## config.mk

```make
export PLATFORM = sky130hd
export DESIGN_NAME = rst_seq_ctl
export DESIGN_NICKNAME = d
export VERILOG_FILES = /design/src/rtl/rst_seq_pkg.sv /design/src/rtl/rst_seq_ctl_sync_2ff.sv /design/src/rtl/rst_seq_ctl.sv
export SDC_FILE = /design/constraint.sdc
export NUM_CORES = 1
export LEC_CHECK = 0
export ABC_AREA = 1
export ABC_CLOCK_PERIOD_IN_PS = 1560
export BUFFER_PORTS_ARGS = -buffer_cell sky130_fd_sc_hd__buf_2
export CAP_MARGIN = 10
export CORE_MARGIN = 2
export CORE_UTILIZATION = 51
export CTS_CLUSTER_SIZE = 14
export DETAILED_ROUTE_END_ITERATION = 12
export PLACE_DENSITY = 0.76
export SKIP_CTS_REPAIR_TIMING = 1
export SYNTH_ARGS = -nofsm -noshare
export SYNTH_HDL_FRONTEND = slang
export SYNTH_SLANG_ARGS = --single-unit
```

## constraint.sdc

```tcl
create_clock -name clk_i -period 1.56 [get_ports clk_i]
set_input_delay 0.156 -clock clk_i [delete_from_list [all_inputs] [get_ports clk_i]]
set_output_delay 0.156 -clock clk_i [all_outputs]
set_load 0.01 [all_outputs]
```

## src/rtl/rst_seq_pkg.sv

```systemverilog
// Shared types and default timing for the reset-release supervisor.
// System-level integration reuses the same defaults from here.
package rst_seq_pkg;

  typedef enum logic [1:0] {HOLD, QUAL, RELEASE, RUN} rst_seq_state_t;

  localparam int DEF_N_STAGES  = 3;
  localparam int DEF_LOCK_QUAL = 16;
  localparam int DEF_STAGE_GAP = 8;
  localparam int DEF_MIN_HOLD  = 4;
  localparam int DEF_LOSS_W    = 8;

  function automatic int max3(input int a, input int b, input int c);
    int m;
    m = (a > b) ? a : b;
    return (m > c) ? m : c;
  endfunction

  // The counter is shared by all phases, so it is sized for the longest one.
  function automatic int cnt_width(input int lock_qual, input int stage_gap, input int min_hold);
    return $clog2(max3(lock_qual, stage_gap, min_hold) + 1);
  endfunction

endpackage

```

## src/rtl/rst_seq_ctl_sync_2ff.sv

```systemverilog
// Two-flop synchronizer for slow level signals crossing into the local clock.
// Synchronous reset drives every stage to 0.
module sync_2ff #(
  parameter int WIDTH = 1
) (
  input  logic             clk,
  input  logic             srst,
  input  logic [WIDTH-1:0] d,
  output logic [WIDTH-1:0] q
);

  logic [WIDTH-1:0] meta_reg;
  logic [WIDTH-1:0] sync_reg;

  for (genvar gi = 0; gi < WIDTH; gi++) begin : g_bit
    always_ff @(posedge clk) begin
      if (srst) begin
        meta_reg[gi] <= 1'b0;
        sync_reg[gi] <= 1'b0;
      end else begin
        meta_reg[gi] <= d[gi];
        sync_reg[gi] <= meta_reg[gi];
      end
    end
  end

  assign q = sync_reg;

endmodule

```

## src/rtl/rst_seq_ctl.sv

```systemverilog
// Reset-release supervisor: qualifies PLL lock, then releases staged domain
// resets in order; lock loss or a soft request re-asserts every stage at once.
module rst_seq_ctl
  import rst_seq_pkg::*;
#(
  parameter int N_STAGES  = DEF_N_STAGES,
  parameter int LOCK_QUAL = DEF_LOCK_QUAL,
  parameter int STAGE_GAP = DEF_STAGE_GAP,
  parameter int MIN_HOLD  = DEF_MIN_HOLD,
  parameter int LOSS_W    = DEF_LOSS_W
) (
  input  logic                clk_i,
  input  logic                rst_i,
  input  logic                pll_locked_i,
  input  logic                sw_rst_req_i,
  output logic [N_STAGES-1:0] stage_rst_o,
  output logic                ready_o,
  output logic                lock_loss_o,
  output logic [LOSS_W-1:0]   loss_cnt_o
);

  localparam int CNT_W = cnt_width(LOCK_QUAL, STAGE_GAP, MIN_HOLD);
  localparam int IDX_W = (N_STAGES > 1) ? $clog2(N_STAGES) : 1;

  localparam logic [CNT_W-1:0] HOLD_LAST = CNT_W'(MIN_HOLD - 1);
  localparam logic [CNT_W-1:0] QUAL_LAST = CNT_W'(LOCK_QUAL - 1);
  localparam logic [CNT_W-1:0] GAP_LAST  = CNT_W'(STAGE_GAP - 1);
  localparam logic [IDX_W-1:0] IDX_LAST  = IDX_W'(N_STAGES - 1);

  rst_seq_state_t      state_reg, state_next;
  logic [CNT_W-1:0]    cnt_reg, cnt_next;
  logic [IDX_W-1:0]    idx_reg, idx_next;
  logic [N_STAGES-1:0] stage_rst_reg, stage_rst_next;
  logic                ready_reg, ready_next;
  logic                lock_loss_reg, lock_loss_next;
  logic [LOSS_W-1:0]   loss_cnt_reg, loss_cnt_next;

  logic                lock_s;
  logic [IDX_W-1:0]    idx_inc;
  logic [N_STAGES-1:0] next_bit_mask;

  sync_2ff #(
    .WIDTH (1)
  ) u_lock_sync (
    .clk  (clk_i),
    .srst (rst_i),
    .d    (pll_locked_i),
    .q    (lock_s)
  );

  // One-hot of the stage that the next gap expiry will release.
  assign idx_inc = idx_reg + IDX_W'(1);
  for (genvar gi = 0; gi < N_STAGES; gi++) begin : g_mask
    assign next_bit_mask[gi] = (idx_inc == IDX_W'(gi));
  end

  always_ff @(posedge clk_i) begin
    if (rst_i) begin
      state_reg     <= HOLD;
      cnt_reg       <= '0;
      idx_reg       <= '0;
      stage_rst_reg <= '1;
      ready_reg     <= 1'b0;
      lock_loss_reg <= 1'b0;
      loss_cnt_reg  <= '0;
    end else begin
      state_reg     <= state_next;
      cnt_reg       <= cnt_next;
      idx_reg       <= idx_next;
      stage_rst_reg <= stage_rst_next;
      ready_reg     <= ready_next;
      lock_loss_reg <= lock_loss_next;
      loss_cnt_reg  <= loss_cnt_next;
    end
  end

  always_comb begin
    state_next     = state_reg;
    cnt_next       = cnt_reg;
    idx_next       = idx_reg;
    stage_rst_next = stage_rst_reg;
    ready_next     = ready_reg;
    lock_loss_next = 1'b0;
    loss_cnt_next  = loss_cnt_reg;

    case (state_reg)
      HOLD: begin
        stage_rst_next = '1;
        ready_next     = 1'b0;
        if (cnt_reg == HOLD_LAST) begin
          state_next = QUAL;
          cnt_next   = '0;
        end else begin
          cnt_next = cnt_reg + CNT_W'(1);
        end
      end

      QUAL: begin
        // A dropout here only restarts qualification; lock was never declared.
        if (!lock_s) begin
          cnt_next = '0;
        end else if (cnt_reg == QUAL_LAST) begin
          state_next        = RELEASE;
          idx_next          = '0;
          cnt_next          = '0;
          stage_rst_next[0] = 1'b0;
        end else begin
          cnt_next = cnt_reg + CNT_W'(1);
        end
      end

      RELEASE: begin
        if (idx_reg == IDX_LAST) begin
          state_next = RUN;
          ready_next = 1'b1;
          cnt_next   = '0;
        end else if (cnt_reg == GAP_LAST) begin
          idx_next       = idx_inc;
          cnt_next       = '0;
          stage_rst_next = stage_rst_reg & ~next_bit_mask;
        end else begin
          cnt_next = cnt_reg + CNT_W'(1);
        end
      end

      RUN: begin
        ready_next     = 1'b1;
        stage_rst_next = '0;
      end

      default: begin
        state_next     = HOLD;
        cnt_next       = '0;
        stage_rst_next = '1;
        ready_next     = 1'b0;
      end
    endcase

    // Abort path; lock loss takes precedence so a coincident soft request still counts.
    if ((state_reg == RELEASE || state_reg == RUN) && (!lock_s || sw_rst_req_i)) begin
      state_next     = HOLD;
      cnt_next       = '0;
      idx_next       = '0;
      stage_rst_next = '1;
      ready_next     = 1'b0;
      if (!lock_s) begin
        lock_loss_next = 1'b1;
        if (loss_cnt_reg != '1) begin
          loss_cnt_next = loss_cnt_reg + LOSS_W'(1);
        end
      end
    end
  end

  assign stage_rst_o = stage_rst_reg;
  assign ready_o     = ready_reg;
  assign lock_loss_o = lock_loss_reg;
  assign loss_cnt_o  = loss_cnt_reg;

endmodule

```

==> results of run 1 <==
through the flow:
stage / utilization [%] / total power, W
finish: 67.5 / 0.00252
global route: 67.5 / 0.00272
CTS: 61.9 / 0.00227
detailed placement: 60.5 / 0.00193
global placement: 60.5 / 0.00190
floorplan: - / 0.00159
layout make-up:
type,count,area (um2),area share [%]
multi-input cells,147,910,49.7
flip-flops and latches,24,489,26.7
repair buffers,32,216,11.8
inverters,36,140,7.66
well taps,31,38.8,2.12
clock buffers,4,36.3,1.98
path summary, 6_finish.rpt:
kind	startpoint	to	slack, ns	cells past startpoint
worst min-delay path	pll_locked_i	u_lock_sync.meta_reg$_SDFF_PP0_	0.02	3
worst max-delay path	state_reg[1]$_SDFFE_PP0P_	cnt_reg[1]$_SDFFE_PP0P_	0.03	9
worst max register to register	state_reg[1]$_SDFFE_PP0P_	cnt_reg[1]$_SDFFE_PP0P_	0.03	9
worst min register to register	u_lock_sync.meta_reg$_SDFF_PP0_	u_lock_sync.q$_SDFF_PP0_	0.41	2
logic make-up (layout without fill, tap and decap cells):
logic type,after synthesis,count (layout),synth area share [%]
AO/OA/AOI/OAI,25,25,8.70
XOR/XNOR,4,4,2.44
adder cells (fa/ha/maj),13,13,11.3
buffers and inverters,38,72,10.6
flip-flops,24,24,33.4
AND/OR/NAND/NOR,105,105,33.6
worst register-to-register path: stages, from the launching register on:
cell	delay [ns]
dfxtp_2	0.42
ha_4	0.18
buf_6	0.12
inv_2	0.05
nor2_4	0.13
buf_4	0.13
nand2_1	0.09
nand3_2	0.12
nand3_1	0.09
a21oi_2	0.15
synth_stat cells, drive strengths merged:
cell | n | area, um2
a21oi | 15 | 75.1
inv | 36 | 138
nor2 | 28 | 133
nand3 | 18 | 95.1
nand2 | 52 | 210
buf | 1 | 11.3
nand4 | 3 | 18.8
xor2 | 3 | 26.3
ha | 13 | 163
or2 | 1 | 6.26
nor3 | 3 | 20.0
xnor2 | 1 | 8.76
dfxtp | 24 | 480
o21ai | 10 | 50.1
clkbuf | 1 | 3.75
report_power, final:
part / switching, W / leakage [nW] / internal, W / total (W)
sequential: 0.000100 / 0.198 / 0.000740 / 0.000840
combinational: 0.000757 / 0.668 / 0.000583 / 0.00134
clock: 0.000201 / 0.0210 / 0.000143 / 0.000344
total: 0.00106 / 0.887 / 0.00147 / 0.00252
metal layers:
metal	routed length [um]	track usage [%]	up-vias
li1	-	-	725
met2	1480	31.5	41
met1	1530	27.5	610
met4	166	10.3	0
met3	97	2.72	15
met5	0	0	-
==> metrics.md, run 1 <==
| Metric | Value |
|---|---|
| H-Tree Depth | 1 |
| Fmax | 652 MHz |
| Fillers | 224 |
| RSZ-0062 raised after global routing | true |
| Final TNS setup | 0 ns |
| Area grow syn2layout | 27.2% |
| Clk_lat worst skew | 0.33 ns |
| Outcome | finished, final reports clean |
| Gp weighted congestion | 0.843 |
| Leakage | 0.887 nW |
| Yosys synthesis warning count | 0 |
| Min setup slack post-route | 0.0260 ns |
| Vias in the first global route | 1241 |
| Initial core utilization | 53.1% |
| Initial DRC count | 50 |
| Final nets | 261 |
| Max Clock Skew | 0.00222 ns |
| Placed Cells incl. Taps | 267 |
| Slew Limit Headroom | 77.0% |
| Startpoint Class | register |
| Max-slew violations | 0 |
| Final wirelength | 3270 um |
| Layout cells sized above 1 | 28.0% |
| Max incr delay on CP | 0.42 ns |
| Mapped Cells | 209 |
| WP data arrival | 1.80 ns |
| Worst EP required | 1.83 ns |
| Hold Crit Class | input port to register |
| Via density | 5.08 |
| Max reg flops | 8 |
| DP Area | 1640 um2 |
| Smallest hold slack | 0.0158 ns |
| DIE WIDTH | 57.1 um |
| Clock buffer depth | 2 |
| First-pass detailed-route iteration total | 4 |
| Delay-heaviest family, CP | simple AND/OR/NAND/NOR gates |
| Grt total ovfl | 0 |
| Setup-failing EPs final | 0 |
| Register bit count reported by yosys | 24 |
| Syn avg cell area | 6.88 um2 |
| Crit end category | register |
| Slew @ Worst Pin | 0.345 ns |
| Initial antenna violation count | 0 |
| Post-DRT Antenna Nets | 0 |
| Critical Path Fanout Max | 7 |
| Crit path cell chain | ha_4, buf_6, inv_2, nor2_4, buf_4, nand2_1, nand3_2, nand3_1, a21oi_2 |
| Clock Pin Slew Worst Setup and Hold Paths | 0.14 ns |
| Total global-route track usage | 20.3% |
| PwrDens | 1380 nW/um2 |
| Clock root cell | clkbuf_4 |
| FP Rows | 19 |
| Via count | 1391 |
| Slowest cell on the critical path | dfxtp_2 |
| Largest net degree at the start of global routing | 14 |
| Netlist cell types | 24 |
| Final Hold Fails | 0 |
| Max Cap Viol | 0 |
| Most common cell after layout, fill and taps aside | nand2_1 |
| First-pass GRT wire length | 5220 um |
| Core area | 2710 um2 |
| Hpwl dp | 2170 um |
| Maximum VDD drop | 0.00110 V |
| Final period util | 98.3% |
| Post-synthesis net count | 226 |
| Place WS | -0.0283 ns |
| Commonest non-fill, non-tap cells in the layout | nand2_1, inv_1, nor2_1 |
| Netlist Area Pre-Place | 1440 um2 |
| Top-level I/O count | 17 |
| Critical path class | register to register |
| Die area | 3260 um2 |
| Final instance area | 1830 um2 |
| IO Port Bufs | 16 |
| Fin crit period | 1.53 ns |
| Drc violations | 0 |
| Bufs and invs on worst path | 3 |
| Register area share after synthesis | 33.4% |
| Die Ht | 57.1 um |
| CTS tree | built |
| Wire per inst | 11.9 um |
| Clock sinks | 24 |
| N_diodes | 0 |
| Post-Layout Cell Count | 274 |
| CTS buffer count | 3 |
Power figures use the tool's default switching activity.
==> inputs of run 2 (changes only) <==
- HOLD_SLACK_MARGIN: not set -> 0.06
==> metrics.md, run 2 (same netlist as run 1, synthesis figures left out) <==
| Metric | Value |
|---|---|
| Outcome | finished, final reports clean |
| Initial DRC count | 56 (+12%) |
| Clock Pin Slew Worst Setup and Hold Paths | 0.14 ns (about the same) |
| H-Tree Depth | 1 (unchanged) |
| Seq. cell area | 489 um2 (unchanged) |
| Smallest hold slack | 0.157 ns (+0.142 ns) |
| Wire per inst | 11.9 um (-0.12%) |
| Fillers | 223 (-0.45%) |
| Core area | 2710 um2 (unchanged) |
| Drc violations | 0 (unchanged) |
| Clock buffer depth | 2 (unchanged) |
| DIE WIDTH | 57.1 um (unchanged) |
| Leakage | 0.891 nW (+0.47%) |
| Vias in the first global route | 1241 (unchanged) |
| Slew Limit Headroom | 76.4% (-0.57 points) |
| Area of the multi-input gates | 910 um2 (unchanged) |
| Via count | 1388 (-0.22%) |
| Final wirelength | 3280 um (+0.24%) |
| WP data arrival | 1.80 ns (about the same) |
| First-pass detailed-route iteration total | 4 (unchanged) |
| Fin crit period | 1.53 ns (-0.00121 ns) |
| CTS buffer count | 3 (unchanged) |
| Largest net degree at the start of global routing | 14 (unchanged) |
| Grt total ovfl | 0 (unchanged) |
| Commonest non-fill, non-tap cells in the layout | nand2_1, inv_1, nor2_1 |
| Most common cell after layout, fill and taps aside | nand2_1 |
| Critical Path Fanout Max | 7 (unchanged) |
| Total global-route track usage | 20.3% (unchanged) |
| Critical path class | register to register |
| Max-slew violations | 0 (unchanged) |
| Final Hold Fails | 0 (unchanged) |
| PwrDens | 1370 nW/um2 (-0.53%) |
| DP Area | 1640 um2 (unchanged) |
| FP Rows | 19 (unchanged) |
| Final nets | 262 (+0.38%) |
| Final period util | 98.3% (about the same) |
| Area grow syn2layout | 27.9% |
| Top-level I/O count | 17 (unchanged) |
| Hpwl dp | 2170 um (unchanged) |
| Slew @ Worst Pin | 0.353 ns (+0.00856 ns) |
| Initial core utilization | 53.1% (unchanged) |
| Final instance area | 1840 um2 (+0.55%) |
| Maximum VDD drop | 0.00110 V (about the same) |
| CTS tree | built |
| Clock sinks | 24 (unchanged) |
| Post-DRT Antenna Nets | 0 (unchanged) |
| Die area | 3260 um2 (unchanged) |
| Clock root cell | clkbuf_4 |
| Max Cap Viol | 0 (unchanged) |
| Die Ht | 57.1 um (unchanged) |
| IO Port Bufs | 16 (unchanged) |
| Hold Crit Class | input port to register |
| N_diodes | 0 (unchanged) |
| Initial antenna violation count | 0 (unchanged) |
| R2R Setup Slk | 0.03 ns (about the same) |
| Max reg flops | 8 (unchanged) |
| Clk_lat worst skew | 0.33 ns (about the same) |
| First-pass GRT wire length | 5220 um (unchanged) |
| Startpoint Class | register |
| Max Clock Skew | 0.00210 ns (-0.000115 ns) |
| Fmax | 652 MHz (about the same) |
| Worst EP required | 1.82 ns (about the same) |
| Setup-failing EPs final | 0 (unchanged) |
| RSZ-0062 raised after global routing | true |
| Gp weighted congestion | 0.843 (unchanged) |
| Via density | 5.05 (-0.58%) |
| Layout cells sized above 1 | 27.9% (-0.11 points) |
| Crit end category | register |
[run 2: cell count changes in the layout (fill, tap and decap cells not counted), sizes merged]
cell and delta:
dlygate4sd3 +1
[run 2: area by class of cell]
| cell class | count | share of cell area (%) |
|---|---|---|
| repair buffers | 33 | 12.3 |
| well taps | 31 | 2.11 |
| multi-input cells | 147 | 49.4 |
| inverters | 36 | 7.61 |
| clock buffers | 4 | 1.97 |
| flip-flops and latches | 24 | 26.6 |
[run 2: report_power, final]
part,switching [W],internal [W]
clock,0.000200,0.000143
sequential,0.000100,0.000740
combinational,0.000757,0.000585
[run 2: worst max-delay path, cell delays in order, from the launching register on]
cell and delay [ns]:
dfxtp_2 0.42, ha_4 0.17, buf_6 0.12, inv_2 0.05, nor2_4 0.13, buf_4 0.13
nand2_1 0.09, nand3_2 0.12, nand3_1 0.09, a21oi_2 0.15
[run 2: path summary, 6_finish.rpt]
path                                        start                              end  cells past startpoint
hold reg to reg   u_lock_sync.meta_reg$_SDFF_PP0_         u_lock_sync.q$_SDFF_PP0_                      2
hold / removal                              rst_i  u_lock_sync.meta_reg$_SDFF_PP0_                      2
setup reg to reg        state_reg[1]$_SDFFE_PP0P_          cnt_reg[1]$_SDFFE_PP0P_                      9
setup / recovery        state_reg[1]$_SDFFE_PP0P_          cnt_reg[1]$_SDFFE_PP0P_                      9
[run 2: metal layers]
| metal | vias to the layer above | global-route usage, % | routed length, um |
|---|---|---|---|
| li1 | 727 | - | - |
| met1 | 612 | 27.5 | 1540 |
| met2 | 35 | 31.5 | 1490 |
| met3 | 14 | 2.72 | 94 |
| met4 | 0 | 10.3 | 163 |
| met5 | - | 0 | 0 |
[run 2: stage by stage]
stage,setup TNS [ns],setup slack (ns),utilization (%),cells,total power [W]
detailed placement,-0.0466,-0.0283,60.5,267,0.00193
global route,-0.135,-0.0457,67.9,275,0.00272
finish,0,0.0272,67.9,275,0.00253
CTS,-0.142,-0.0554,61.9,271,0.00227
global placement,-0.0255,-0.0255,60.5,267,0.00190
floorplan,0,0.0658,-,209,0.00159
==> inputs of run 3 (changes only) <==
- ABC_AREA: 1 -> not set
==> metrics.md, run 3 <==
| Metric | Value |
|---|---|
| Register bit count reported by yosys | 24 (unchanged) |
| Mapped Cells | 154 (-26%) |
| Crit end category | register |
| Bufs and invs on worst path | 0 (-3) |
| Initial core utilization | 54.7% (+1.6 points) |
| RR Endpoint | state_reg[1]$_SDFFE_PP0P_ |
| Hold path endpoint | loss_cnt_o[5]$_SDFFE_PP0P_ |
| Main synth FF type | dfxtp_1 |
| Register area share after synthesis | 35.2% (+1.8 points) |
| Place WS | -0.230 ns (-0.202 ns) |
| Crit path cell chain | ha_4, or4b_4, a2111oi_4, mux2i_1, nor2_1 |
| Critical Path Fanout Max | 3 (-4) |
| Critical path class | register to register |
| Via density | 5.83 (+16%) |
| R2R depth | 5 (-4) |
| RSZ-0062 raised after global routing | true |
| Slew @ Worst Pin | 0.381 ns (+0.0278 ns) |
| Maximum VDD drop | 0.00158 V (+44%) |
| Hold Crit Depth | 2 (unchanged) |
| HP Start | rst_i |
| Failing checks | setup timing |
| Syn avg cell area | 8.87 um2 (+29%) |
| Worst EP required | 1.77 ns (-0.05 ns) |
| DIE WIDTH | 55.8 um (-2.4%) |
| WP data arrival | 1.97 ns (+0.17 ns) |
| Most common cell after layout, fill and taps aside | buf_4 |
| Final wirelength | 3660 um (+12%) |
| Top-level I/O count | 17 (unchanged) |
| Slew Limit Headroom | 74.6% (-1.9 points) |
| Setup-failing EPs final | 9 (+9) |
| Delay-heaviest family, CP | simple AND/OR/NAND/NOR gates |
| EDFF count, synth | 0 (unchanged) |
| Fmax | 568 MHz (-13%) |
| Power Total | 0.00221 W (-12%) |
| Clk_lat worst skew | 0.32 ns (about the same) |
| Max Cap Viol | 0 (unchanged) |
| Largest net degree at the start of global routing | 15 (+1) |
| Commonest non-fill, non-tap cells in the layout | buf_4, dfxtp_1, buf_2 |
| Slowest cell on the critical path | or4b_4 |
| Max Clock Skew | 0.0159 ns (+0.0138 ns) |
| Min setup slack post-route | -0.200 ns (-0.228 ns) |
| Area grow syn2layout | 48.4% |
| Area contributors post-synth | dfxtp_1, ha_1, nor2_1, xnor2_1, o21ai_0 |
| Yosys synthesis warning count | 0 (unchanged) |
| Initial antenna violation count | 0 (unchanged) |
| Clock root cell | clkbuf_4 |
| Max-slew violations | 0 (unchanged) |
| CTS tree | built |
| Wire per inst | 15.7 um (+32%) |
| Startpoint Class | register |
| Clock Pin Slew Worst Setup and Hold Paths | 0.14 ns (about the same) |
| First-pass GRT wire length | 5100 um (-2.2%) |
| Post-DRT Antenna Nets | 0 (unchanged) |
| Grt total ovfl | 0 (unchanged) |
| Outcome | finished with violations |
| Drc violations | 0 (unchanged) |
| Netlist cell types | 43 (+79%) |
| Leakage | 0.770 nW (-14%) |
| Clock buffer depth | 2 (unchanged) |
| Netlist Area Pre-Place | 1370 um2 (-5.0%) |
| H-Tree Depth | 1 (unchanged) |
| N_diodes | 0 (unchanged) |
| Final period util | 113% (+15 points) |
| IO Port Bufs | 16 (unchanged) |
| Top post-synthesis cells by count | dfxtp_1, nor2_1, ha_1 |
| Core area | 2500 um2 (-7.8%) |
| PwrDens | 1090 nW/um2 (-20%) |
| Cell accounting for the most synthesized area | dfxtp_1 |
| CTS buffer count | 3 (unchanged) |
| Layout cells sized above 1 | 48.3% (+20 points) |
| Initial DRC count | 63 (+13%) |
| Count leader, synth | dfxtp_1 |
| Clock sinks | 24 (unchanged) |
| Max reg flops | 8 (unchanged) |
| Gp weighted congestion | 0.792 (-6.0%) |
| R2R Setup Slk | -0.20 ns (-0.23 ns) |
| Fin crit period | 1.76 ns (+0.228 ns) |
| First-pass detailed-route iteration total | 4 (unchanged) |
| Synth async-reset ratio | 0% (unchanged) |
| Die Ht | 55.8 um (-2.4%) |
| Top-area cell type share of the netlist area | 35.2% (+1.8 points) |
| Hold Crit Class | input port to register |
| Total global-route track usage | 20.7% (+0.40 points) |
| Post-synthesis net count | 171 (-24%) |
| Max incr delay on CP | 0.48 ns (+0.06 ns) |
| Final nets | 221 (-16%) |
| Die area | 3110 um2 (-4.7%) |
| Via count | 1359 (-2.1%) |
| Hpwl dp | 2310 um (+6.4%) |
| FP Rows | 18 (-1) |
| FF-to-FF Start | cnt_reg[0]$_SDFFE_PP0P_ |
| Vias in the first global route | 1227 (-1.1%) |
| Fillers | 154 (-31%) |
| Final Hold Fails | 0 (unchanged) |
-- run 3: cell type report --
class / count / area (um2) / share of cell area, %
inverters: 8 / 36.3 / 1.79
multi-input cells: 116 / 1040 / 51.4
flip-flops and latches: 24 / 489 / 24.1
well taps: 30 / 37.5 / 1.85
clock inverters: 1 / 30.0 / 1.48
clock buffers: 3 / 22.5 / 1.11
repair buffers: 51 / 369 / 18.2
-- run 3: metrics by stage --
step	utilization, %	TNS [ns]	instances	hold slack (ns)	cell area, um2
finish	81.1	-1.01	233	0.120	2030
global route	81.1	-1.61	233	0.119	2030
detailed placement	67.8	-1.35	220	0.376	1700
global placement	67.8	-0.583	220	0.367	1700
floorplan	-	-0.197	154	0.228	1410
CTS	69.9	-2.04	224	0.0309	1750
-- run 3: routing by layer --
metal | vias up | track usage, % | routed length, um
li1 | 652 | - | -
met1 | 656 | 21.6 | 1550
met2 | 41 | 38.3 | 1880
met3 | 10 | 3.26 | 117
met4 | 0 | 12.5 | 116
met5 | - | 0 | 0
-- run 3: report_power, final --
part / leakage, nW / internal [W] / total [W] / switching (W)
sequential: 0.197 / 0.000692 / 0.000755 / 0.0000631
clock: 0.0279 / 0.000260 / 0.000448 / 0.000188
combinational: 0.545 / 0.000519 / 0.00101 / 0.000491
total: 0.770 / 0.00147 / 0.00221 / 0.000742
-- run 3: worst max path at each step --
| stage | from | end | slack [ns] | cells past startpoint |
|---|---|---|---|---|
| floorplan | cnt_reg[0]$_SDFFE_PP0P_ | state_reg[1]$_SDFFE_PP0P_ | -0.13 | 5 |
| global placement | cnt_reg[1]$_SDFFE_PP0P_ | state_reg[1]$_SDFFE_PP0P_ | -0.14 | 5 |
| detailed placement | cnt_reg[1]$_SDFFE_PP0P_ | state_reg[0]$_SDFFE_PP0P_ | -0.23 | 8 |
| CTS | cnt_reg[1]$_SDFFE_PP0P_ | state_reg[0]$_SDFFE_PP0P_ | -0.28 | 8 |
| global route | cnt_reg[0]$_SDFFE_PP0P_ | state_reg[1]$_SDFFE_PP0P_ | -0.28 | 5 |
| finish | cnt_reg[0]$_SDFFE_PP0P_ | state_reg[1]$_SDFFE_PP0P_ | -0.20 | 5 |
-- run 3: worst register-to-register path, delay by kind of cell (launching register included) --
kind / cells / cell delay (ns)
AOI/OAI and AO/OA: 1 / 0.36
adders and majority gates: 1 / 0.16
DFF: 1 / 0.37
muxes: 1 / 0.23
and+or+nand+nor: 2 / 0.54
-- run 3: cell families after synthesis --
family,count (synthesis),synth area share [%]
simple gates,58,23.4
compound gates,37,19.7
flops,24,35.2
buf+inv,14,4.49
fa+ha+maj,13,11.9
xor+xnor,5,3.20
mux,3,2.20
